[src/rtl/uart_pkg.sv]
// Shared constants for the UART transmit arbiter.
// State encodings, word length and the default abort limit.
package uart_pkg;

  localparam int unsigned WORD_LEN        = 8;
  localparam int unsigned STATE_W         = 2;
  localparam int unsigned TMO_CNT_W       = 8;
  localparam int unsigned TIMEOUT_CYC_DEF = 255;

  localparam logic [STATE_W-1:0] ST_IDLE      = 2'd0;
  localparam logic [STATE_W-1:0] ST_LAUNCH    = 2'd1;
  localparam logic [STATE_W-1:0] ST_WAIT_BUSY = 2'd2;
  localparam logic [STATE_W-1:0] ST_WAIT_DONE = 2'd3;

  typedef logic [WORD_LEN-1:0] byte_t;

  // Saturating increment for the abort counter: it sticks at all-ones.
  function automatic logic [TMO_CNT_W-1:0] satInc(input logic [TMO_CNT_W-1:0] v);
    satInc = (v == {TMO_CNT_W{1'b1}}) ? v : v + TMO_CNT_W'(1);
  endfunction

endpackage

[src/rtl/uart_tx_arbiter_if.sv]
// Bus between the requesters, the arbiter and the shared transmitter.
// slave: the arbiter's view; master: the surrounding client/transmitter view.
interface uart_tx_arbiter_if #(
  parameter int unsigned NUM_REQ = 4,
  parameter int unsigned ID_W    = 2
);
  import uart_pkg::*;

  logic [NUM_REQ-1:0]          req_valid;
  logic [NUM_REQ*WORD_LEN-1:0] req_data;
  logic [NUM_REQ-1:0]          req_ready;
  logic                        xmitH;
  logic [WORD_LEN-1:0]         xmit_dataH;
  logic                        xmit_doneH;
  logic                        tx_done;
  logic [ID_W-1:0]             tx_done_id;
  logic                        tx_err;
  logic                        busy;

  modport slave (
    input  req_valid, req_data, xmit_doneH,
    output req_ready, xmitH, xmit_dataH, tx_done, tx_done_id, tx_err, busy
  );

  modport master (
    output req_valid, req_data, xmit_doneH,
    input  req_ready, xmitH, xmit_dataH, tx_done, tx_done_id, tx_err, busy
  );

endinterface

[src/rtl/uart_tx_arbiter_rr_arbiter.sv]
// Combinational round-robin pick: searches upward from lastGnt+1 with wrap,
// returning a one-hot grant, its encoded ID and whether anything was picked.
module rr_arbiter #(
  parameter int unsigned NUM_REQ = 4,
  parameter int unsigned ID_W    = 2
) (
  input  logic [NUM_REQ-1:0] reqValid,
  input  logic [ID_W-1:0]    lastGnt,
  output logic [NUM_REQ-1:0] gntOneHot,
  output logic [ID_W-1:0]    gntId,
  output logic               gntValid
);

  logic [ID_W-1:0] idx;

  // Walk candidates farthest-first so the nearest valid requester wins.
  always_comb begin
    gntOneHot = '0;
    gntId     = '0;
    gntValid  = 1'b0;
    idx       = '0;
    for (int k = NUM_REQ; k > 0; k--) begin
      idx = ID_W'((32'(lastGnt) + 32'(k)) % NUM_REQ);
      if (reqValid[idx]) begin
        gntOneHot      = '0;
        gntOneHot[idx] = 1'b1;
        gntId          = idx;
        gntValid       = 1'b1;
      end
    end
  end

endmodule

[src/rtl/uart_tx_arbiter.sv]
// Round-robin scheduler sharing one UART transmitter among NUM_REQ requesters.
// Optional abort timer enabled by defining UART_TX_ARB_TIMEOUT_EN.
module uart_tx_arbiter
  import uart_pkg::*;
#(
  parameter int unsigned NUM_REQ     = 4,
  parameter int unsigned ID_W        = 2,
  parameter int unsigned TIMEOUT_CYC = TIMEOUT_CYC_DEF
) (
  input  logic               sys_clk,
  input  logic               sys_rst_l,
  uart_tx_arbiter_if.slave   bus
);

  // Reject configurations the ID width or 8-bit timer cannot represent.
  if (ID_W != $clog2(NUM_REQ) || NUM_REQ < 2 || NUM_REQ > 8 ||
      TIMEOUT_CYC == 0 || TIMEOUT_CYC > 255) begin : g_cfg_err
    $error("uart_tx_arbiter: unsupported parameter set");
  end

  logic [STATE_W-1:0]  stateQ, stateNext;
  byte_t               dataQ, selByte;
  logic [ID_W-1:0]     gntIdQ, lastGntQ;
  logic                txDoneQ, txDoneNext, txErrNext;
  logic [ID_W-1:0]     txDoneIdQ;
  logic [NUM_REQ-1:0]  pickOneHot;
  logic [ID_W-1:0]     pickId;
  logic                pickValid;
  logic                grantEn, xfer, inWait, tmoHit;

  rr_arbiter #(.NUM_REQ(NUM_REQ), .ID_W(ID_W)) u_rr (
    .reqValid  (bus.req_valid),
    .lastGnt   (lastGntQ),
    .gntOneHot (pickOneHot),
    .gntId     (pickId),
    .gntValid  (pickValid)
  );

  // Ready only in IDLE with an idle transmitter; held low while in reset.
  assign grantEn       = (stateQ == ST_IDLE) & bus.xmit_doneH & sys_rst_l;
  assign bus.req_ready = grantEn ? pickOneHot : '0;
  assign xfer          = grantEn & pickValid;
  assign inWait        = (stateQ == ST_WAIT_BUSY) | (stateQ == ST_WAIT_DONE);

  // Byte mux for the picked requester.
  always_comb begin
    selByte = '0;
    for (int i = 0; i < NUM_REQ; i++) begin
      if (pickOneHot[i]) selByte = bus.req_data[i*WORD_LEN +: WORD_LEN];
    end
  end

`ifdef UART_TX_ARB_TIMEOUT_EN
  logic [TMO_CNT_W-1:0] tmoCntQ;

  assign tmoHit = inWait & (satInc(tmoCntQ) >= TMO_CNT_W'(TIMEOUT_CYC));

  // Abort timer: cleared entering LAUNCH, counts (saturating) while waiting.
  always_ff @(posedge sys_clk or negedge sys_rst_l) begin
    if (!sys_rst_l) begin
      tmoCntQ <= '0;
    end else if (stateNext == ST_LAUNCH) begin
      tmoCntQ <= '0;
    end else if (inWait) begin
      tmoCntQ <= satInc(tmoCntQ);
    end
  end
`else
  assign tmoHit = 1'b0;
`endif

  // Next-state and completion/abort decode.
  always_comb begin
    stateNext  = stateQ;
    txDoneNext = 1'b0;
    txErrNext  = 1'b0;
    case (stateQ)
      ST_IDLE: begin
        if (xfer) stateNext = ST_LAUNCH;
      end
      ST_LAUNCH: begin
        stateNext = ST_WAIT_BUSY;
      end
      ST_WAIT_BUSY: begin
        if (!bus.xmit_doneH) begin
          stateNext = ST_WAIT_DONE;
        end else if (tmoHit) begin
          stateNext = ST_IDLE;
          txErrNext = 1'b1;
        end
      end
      ST_WAIT_DONE: begin
        if (bus.xmit_doneH) begin
          stateNext  = ST_IDLE;
          txDoneNext = 1'b1;
        end else if (tmoHit) begin
          stateNext = ST_IDLE;
          txErrNext = 1'b1;
        end
      end
      default: stateNext = ST_IDLE;
    endcase
  end

  // State register.
  always_ff @(posedge sys_clk or negedge sys_rst_l) begin
    if (!sys_rst_l) stateQ <= ST_IDLE;
    else            stateQ <= stateNext;
  end

  // Capture byte and requester on a transfer; last grant starts at the top
  // so requester 0 is first after reset.
  always_ff @(posedge sys_clk or negedge sys_rst_l) begin
    if (!sys_rst_l) begin
      dataQ    <= '0;
      gntIdQ   <= '0;
      lastGntQ <= ID_W'(NUM_REQ - 1);
    end else if (xfer) begin
      dataQ    <= selByte;
      gntIdQ   <= pickId;
      lastGntQ <= pickId;
    end
  end

  // Registered completion pulse and the ID reported with done/abort.
  always_ff @(posedge sys_clk or negedge sys_rst_l) begin
    if (!sys_rst_l) begin
      txDoneQ   <= 1'b0;
      txDoneIdQ <= '0;
    end else begin
      txDoneQ <= txDoneNext;
      if (txDoneNext | txErrNext) txDoneIdQ <= gntIdQ;
    end
  end

`ifdef UART_TX_ARB_TIMEOUT_EN
  logic txErrQ;

  // Registered abort pulse.
  always_ff @(posedge sys_clk or negedge sys_rst_l) begin
    if (!sys_rst_l) txErrQ <= 1'b0;
    else            txErrQ <= txErrNext;
  end

  assign bus.tx_err = txErrQ;
`else
  assign bus.tx_err = 1'b0;
`endif

  assign bus.xmitH      = (stateQ == ST_LAUNCH);
  assign bus.xmit_dataH = dataQ;
  assign bus.tx_done    = txDoneQ;
  assign bus.tx_done_id = txDoneIdQ;
  assign bus.busy       = (stateQ != ST_IDLE);

endmodule

[src/flat_wrapper.sv]
// flat-port wrapper written by rule: the top's interface ports become plain ports
module uart_tx_arbiter_flat import uart_pkg::*;
#(
  parameter int unsigned NUM_REQ     = 4,
  parameter int unsigned ID_W        = 2,
  parameter int unsigned TIMEOUT_CYC = TIMEOUT_CYC_DEF
)
  (sys_clk, sys_rst_l, bus_req_valid, bus_req_data, bus_xmit_doneH, bus_req_ready, bus_xmitH, bus_xmit_dataH, bus_tx_done, bus_tx_done_id, bus_tx_err, bus_busy);
  uart_tx_arbiter_if #(.NUM_REQ(NUM_REQ), .ID_W(ID_W)) bus_i ();
  input  logic sys_clk;
  input  logic sys_rst_l;
  input wire logic [$bits(bus_i.req_valid)-1:0] bus_req_valid;
  input wire logic [$bits(bus_i.req_data)-1:0] bus_req_data;
  input wire logic [$bits(bus_i.xmit_doneH)-1:0] bus_xmit_doneH;
  output wire logic [$bits(bus_i.req_ready)-1:0] bus_req_ready;
  output wire logic [$bits(bus_i.xmitH)-1:0] bus_xmitH;
  output wire logic [$bits(bus_i.xmit_dataH)-1:0] bus_xmit_dataH;
  output wire logic [$bits(bus_i.tx_done)-1:0] bus_tx_done;
  output wire logic [$bits(bus_i.tx_done_id)-1:0] bus_tx_done_id;
  output wire logic [$bits(bus_i.tx_err)-1:0] bus_tx_err;
  output wire logic [$bits(bus_i.busy)-1:0] bus_busy;
  assign bus_i.req_valid = bus_req_valid;
  assign bus_i.req_data = bus_req_data;
  assign bus_i.xmit_doneH = bus_xmit_doneH;
  assign bus_req_ready = bus_i.req_ready;
  assign bus_xmitH = bus_i.xmitH;
  assign bus_xmit_dataH = bus_i.xmit_dataH;
  assign bus_tx_done = bus_i.tx_done;
  assign bus_tx_done_id = bus_i.tx_done_id;
  assign bus_tx_err = bus_i.tx_err;
  assign bus_busy = bus_i.busy;
  uart_tx_arbiter #(.NUM_REQ(NUM_REQ), .ID_W(ID_W), .TIMEOUT_CYC(TIMEOUT_CYC)) u_core (.sys_clk(sys_clk), .sys_rst_l(sys_rst_l), .bus(bus_i));
endmodule
[config.mk]
export PLATFORM = sky130hd
export DESIGN_NAME = uart_tx_arbiter_flat
export DESIGN_NICKNAME = d
export VERILOG_FILES = /design/src/rtl/uart_pkg.sv /design/src/rtl/uart_tx_arbiter_if.sv /design/src/rtl/uart_tx_arbiter_rr_arbiter.sv /design/src/rtl/uart_tx_arbiter.sv /design/src/flat_wrapper.sv
export SDC_FILE = /design/constraint.sdc
export NUM_CORES = 1
export LEC_CHECK = 0
export CAP_MARGIN = 5
export CORE_UTILIZATION = 39
export CTS_CLUSTER_SIZE = 8
export DETAILED_ROUTE_END_ITERATION = 10
export PLACE_DENSITY_LB_ADDON = 0.3
export SETUP_SLACK_MARGIN = 0.4
export SYNTH_ARGS = -nofsm -noshare
export SYNTH_HDL_FRONTEND = slang
export SYNTH_SLANG_ARGS = --single-unit
export TNS_END_PERCENT = 5
[constraint.sdc]
create_clock -name sys_clk -period 4.66 [get_ports sys_clk]
set_clock_uncertainty 0.15 [all_clocks]
set_input_delay 1.398 -clock sys_clk [delete_from_list [all_inputs] [get_ports sys_clk]]
set_output_delay 1.398 -clock sys_clk [all_outputs]
set_load 0.02 [all_outputs]
* Word level (Yosys, flattened, before mapping)
Index checks and enable logic that the tools add are counted.
Operators by class: add/subtract/negate cells 4, multipliers 0, div/mod/pow operators 0, order comparisons 8, eq/ne operators 6, shifts and indexed selects 0, muxes and demuxes 39, bitwise operators 3, reductions and logical operators 7
Operator list (number):
- $mux 8 | 4
- $mux 4 | 5
- $mux 1 | 14
- $mux 2 | 7
- $lt 2x3->1 const B | 4
- $bmux 1 s2 | 4
- $demux 1 s2 | 4
- $ge 2x1->1 const B | 4
- $pmux 2 s4 | 1
- $add 2x1->2 const B | 2
- $add 2x2->2 const B | 2
- $eq 2x2->1 const B | 2
- $logic_and 1x1->1 | 4
- $ne 2x2->1 const B | 2
- $and 1x1->1 | 3
- $reduce_and 3->1 | 1
- $eq 2x1->1 const B | 1
- $logic_not 2->1 | 1
- $ne 2x1->1 const B | 1
- $reduce_bool 2->1 | 1
Word-level totals: register bits after elaboration 17, latch bits 0, RAM bits 0, bits in read-only memories 0, output and inout port bits 18, logic and storage cells 73, memories kept 0

* Logic depth before layout (Yosys ltp)
depth in word-level cells 13, mapped depth 12, depth with buffers taken out 8

* Cells and area by module
A second synthesis with hierarchy kept.
Second synthesis, totals: cells, all modules 189, area, all modules 1692.9 um2
Modules (own cells, without submodules):
- uart_tx_arbiter | instances 1, cells an instance 120, area an instance 1153.6 um2, seq. area each 427.9 um2
- rr_arbiter | instances 1, cells an instance 69, area an instance 539.3 um2, seq. area each 0.0 um2

* Least setup slack after synthesis
OpenSTA, ideal clock, no wires.
kind input port to output port, start point input port bus_req_valid[2], end point output port bus_req_ready[1], arrival time 2.968 ns, data required time 3.112 ns, slack 0.144 ns, stages 7, path buffers 3, path through buf_4 mux4_2 nand2b_1 clkbuf_1 a21bo_1 buf_6 nor2_1
On the way: cells in the longest elaborated chain, start to end 7
Ends and longest elaborated chain:
- from (decl) | RTL line flat_wrapper.sv:12 | input wire logic [$bits(bus_i.req_valid)-1:0] bus_req_valid;
- $bmux 1 s2 | RTL line uart_tx_arbiter_rr_arbiter.sv:24 | if (reqValid[idx]) begin
- $mux 1 (implied by the code) | RTL line uart_tx_arbiter_rr_arbiter.sv:24
- $mux 4 (3 in series) | RTL line uart_tx_arbiter_rr_arbiter.sv:24
- $mux 4 (*) | RTL line uart_tx_arbiter_rr_arbiter.sv:24
- $mux 4 (*) | RTL line uart_tx_arbiter.sv:41 | assign bus.req_ready = grantEn ? pickOneHot : '0;
- to (decl) | RTL line flat_wrapper.sv:15 | output wire logic [$bits(bus_i.req_ready)-1:0] bus_req_ready;
Every way passes the cells marked *; elsewhere a longest branch is shown, timed or not. The select of a mux whose other input is x is not followed.

* Worst setup path in the final report
start point input port bus_req_valid[1], end point output port bus_req_ready[3]
The elaborated chain is that of the path after synthesis.

==> summary.txt <==
Run status
  • Result of the run: finished clean

Placement
  • Placed Cells incl. Taps: 301
  • Count of input and output buffers: 55
  • Placer congestion estimate: 0.773
  • Worst slack after detailed placement: -586 ps
  • Final HPWL DP: 3.48 mm

Timing
  • Setup slack after layout: 273 ps
  • Fmax achieved: 228 MHz
  • Setup repair after global routing missed its margin: yes
  • Number of endpoints with negative hold slack in the final report: 0
  • Final setup violation count: 0
  • Final setup TNS: 0 ps
  • Final critical path time including I/O delays and setup: 4390 ps
  • Worst slew pin tran: 525 ps
  • Max-slew violation count: 0
  • Portion of the clock cycle consumed by the worst path in the final layout: 94.1%
  • Worst max-slew margin expressed relative to the limit: 64.5%

Yosys
  • Portion of the post-synthesis area used by sequential elements: 26.2%
  • Synth Cell Area: 1630 sq um
  • Area fraction of the dominant cell type after synthesis: 23.0%
  • Most instantiated library cell after synthesis: nand2_1
  • Number of synthesized register bits: 17
  • Dominant register cell in the synthesized netlist: dfrtp_1
  • Number of library cell types mapped by synthesis: 47
  • Synthesized instance count: 184
  • Yosys Warn Count: 0
  • Top post-synthesis cells by area: dfrtp_1 23%, ha_1 9.2%, nand2_1 5.5%
  • Mean instance size in the synthesized netlist: 8.87 sq um
  • Commonest cells post-synth: 24 x nand2_1, 15 x dfrtp_1, 15 x nor2_1
  • Cell taking the most area after synthesis: dfrtp_1
  • Post-synth EDFFs: 0
  • Share of flip-flops with an asynchronous set or reset: 100%
  • Syn nets: 235

Global routing
  • First-pass GRT wire length: 7.58 mm
  • Via count of the first global-routing pass: 1656
  • Overflow left after global routing: 0
  • Overall fraction of global-route tracks in use: 22.4%
  • Antenna violations before repair: 0
  • Pin count of the biggest net entering global routing: 18

Pwr
  • P_sw: 780 uW
  • Switching power as a share of total power: 46.3%
  • Logic gate share of total power: 78.3%
  • Cell-internal power: 905 uW
  • Sum of internal, switching and leakage power: 1690 uW
  • Share of power burned in the clock network: 6.5%
  • Peak supply drop: 0.000367 V
  • Standby leakage power: 0.00106 uW
  • Sequential fraction of design power: 15.2%
  • Areal power density over the cells: 675 nW/um^2

Layout
  • Share of layout cells above drive strength 1: 26.4%
  • Fill cells: 335
  • Total Nets Final: 310
  • Area added between synthesis and finish: 53.0%
  • Post-Layout Cell Count: 308
  • Final core utilization: 62.5%
  • Antenna diode count: 0

Setup path
  • Crit path max-delay family: multiplexers
  • Worst-path maximum fanout: 6
  • Required time worst endpoint: 3110 ps
  • CP max stage delay: 490 ps
  • Worst endpoint data arrival time: 2840 ps
  • Crit-path cells: buf_6, mux4_2, buf_6, nand3b_1, a21oi_2, a211oi_4, nor2_2, buf_6
  • Count of buffer and inverter cells on the critical path: 3
  • WS Path Type: in2out
  • Sort of element at the end of the critical path: output pin
  • Startpoint Class: input port
  • Cell seen most often among critical-path stages: buf_6
  • Crit path max-delay cell type: mux4_2

Flow run
  • Max-cap violations: 0

Route
  • Via density per instance: 5.39
  • DRC viols: 0
  • Pre-Repair DR Iteration Count: 5
  • Total number of vias: 1660
  • Antenna viol nets, final: 0
  • DRT Wirelength: 4.47 mm
  • Drt first-iter violations: 74
  • Routed length per placed instance: 14.5 um

CTS
  • Clk_lat worst skew: 240 ps
  • Total of hold buffers inserted after clock tree synthesis: 0
  • CTS tree: done
  • Number of sinks handled by clock tree synthesis: 17
  • Clk slew on worst S/H paths: 60 ps
  • Clock Root Buffer: clkbuf_8
  • Clock buffers created by TritonCTS: 3
  • Clock Path Buffers: 2
  • H-tree lvl count: 1

Die
  • Vertical die dimension: 66.7 um
  • Core box area: 4000 sq um
  • Initial core utilization: 40.8%
  • # rows: 23
  • Die Outline Area: 4450 sq um
  • Number of placed I/O pins: 57
  • Die width: 66.7 um

Worst hold path
  • Type of the most critical hold path: reg2reg
repair_timing:
item | CTS | global route
buffers inserted | 3 | 0
pin swaps | 6 | 3
endpoints found under the setup margin | 4 | 4
gates cloned | 0 | 0
gates resized for setup | 45 | 5
per-layer routing:
| metal | wire length, um | GRT usage [%] | vias up |
|---|---|---|---|
| li1 | - | - | 826 |
| met5 | 0 | 0 | - |
| met4 | 61 | 7.71 | 0 |
| met2 | 2200 | 38.3 | 36 |
| met3 | 122 | 1.20 | 4 |
| met1 | 2090 | 29.6 | 794 |
final timing paths:
path / startpoint / endpoint / slack [ps] / depth (start not counted)
worst min register to register: u_core.gntIdQ[1]$_DFFE_PN0P_ / u_core.gntIdQ[1]$_DFFE_PN0P_ / 330 / 2
worst min-delay path: u_core.gntIdQ[1]$_DFFE_PN0P_ / u_core.gntIdQ[1]$_DFFE_PN0P_ / 330 / 2
max in group asynchronous: sys_rst_l / u_core.lastGntQ[1]$_DFFE_PN1P_ / 2720 / 2
worst max register to register: u_core.lastGntQ[0]$_DFFE_PN1P_ / u_core.bus.xmit_dataH[6]$_DFFE_PN0P_ / 1400 / 11
min in group asynchronous: sys_rst_l / u_core.bus.xmit_dataH[0]$_DFFE_PN0P_ / 1370 / 2
worst max-delay path: bus_req_valid[1] / bus_req_ready[3] / 270 / 8
tightest hold or removal path: stages (launching register included):
cell,delay (ps)
dfrtp_1,340
nand2_1,50
nand2_1,50
registers in the layout (all words and copies together) (netlist names):
register,cells
u_core.stateQ,2
u_core.gntIdQ,2
u_core.bus.tx_done_id,2
u_core.lastGntQ,2
u_core.bus.xmit_dataH,8
u_core.bus.tx_done,1
layout make-up:
cell class	count	area, sq um	share of cell area [%]
Clock buffer	3	41.3	1.65
Clock inverter	1	5.00	0.200
Inverter	9	33.8	1.35
Multi-Input combinational cell	144	1140	45.7
Sequential cell	17	428	17.1
Tap cell	50	62.6	2.50
Timing Repair Buffer	84	786	31.4
power by group through the flow:
stage               sequential (uW)  clock (uW)  combinational (uW)
floorplan                       311           0                 810
global placement                256           0                1250
detailed placement              258           0                1270
CTS                             257         112                1300
global route                    266         119                1440
finish                          256         110                1320
logic make-up (layout without fill, tap and decap cells):
kind of cell | count (synthesis) | count (layout) | share of synthesized area, %
adders and majority gates | 12 | 12 | 9.20
muxes | 14 | 14 | 11.2
DFF | 17 | 17 | 26.2
other | 1 | 1 | 0.230
AOI/OAI and AO/OA | 65 | 65 | 30.9
buffers and inverters | 23 | 97 | 7.59
and+or+nand+nor | 52 | 52 | 14.7
per-stage QoR:
step | hold slack, ps | cell area, sq um
floorplan | 292 | 1680
global placement | 312 | 2400
detailed placement | 311 | 2400
CTS | 326 | 2480
global route | 371 | 2500
finish | 326 | 2500
cells in the final DEF (no fill, tap or decap), types with 2 or more instances in the layout:
master / n
a21boi_0: 3
buf_4: 27
a2bb2oi_1: 8
dfrtp_1: 15
buf_6: 6
ha_1: 12
clkbuf_8: 3
o21ai_0: 8
mux2i_1: 5
a311oi_1: 8
nand2_1: 24
dfstp_2: 2
nand2b_1: 2
mux4_2: 3
a211oi_4: 2
mux2_2: 4
a21oi_1: 13
clkdlybuf4s50_1: 47
inv_1: 9
buf_2: 2
o31ai_1: 9
nor2_1: 12
nor2_2: 2
Note: power is estimated with default switching activity, not from simulation.
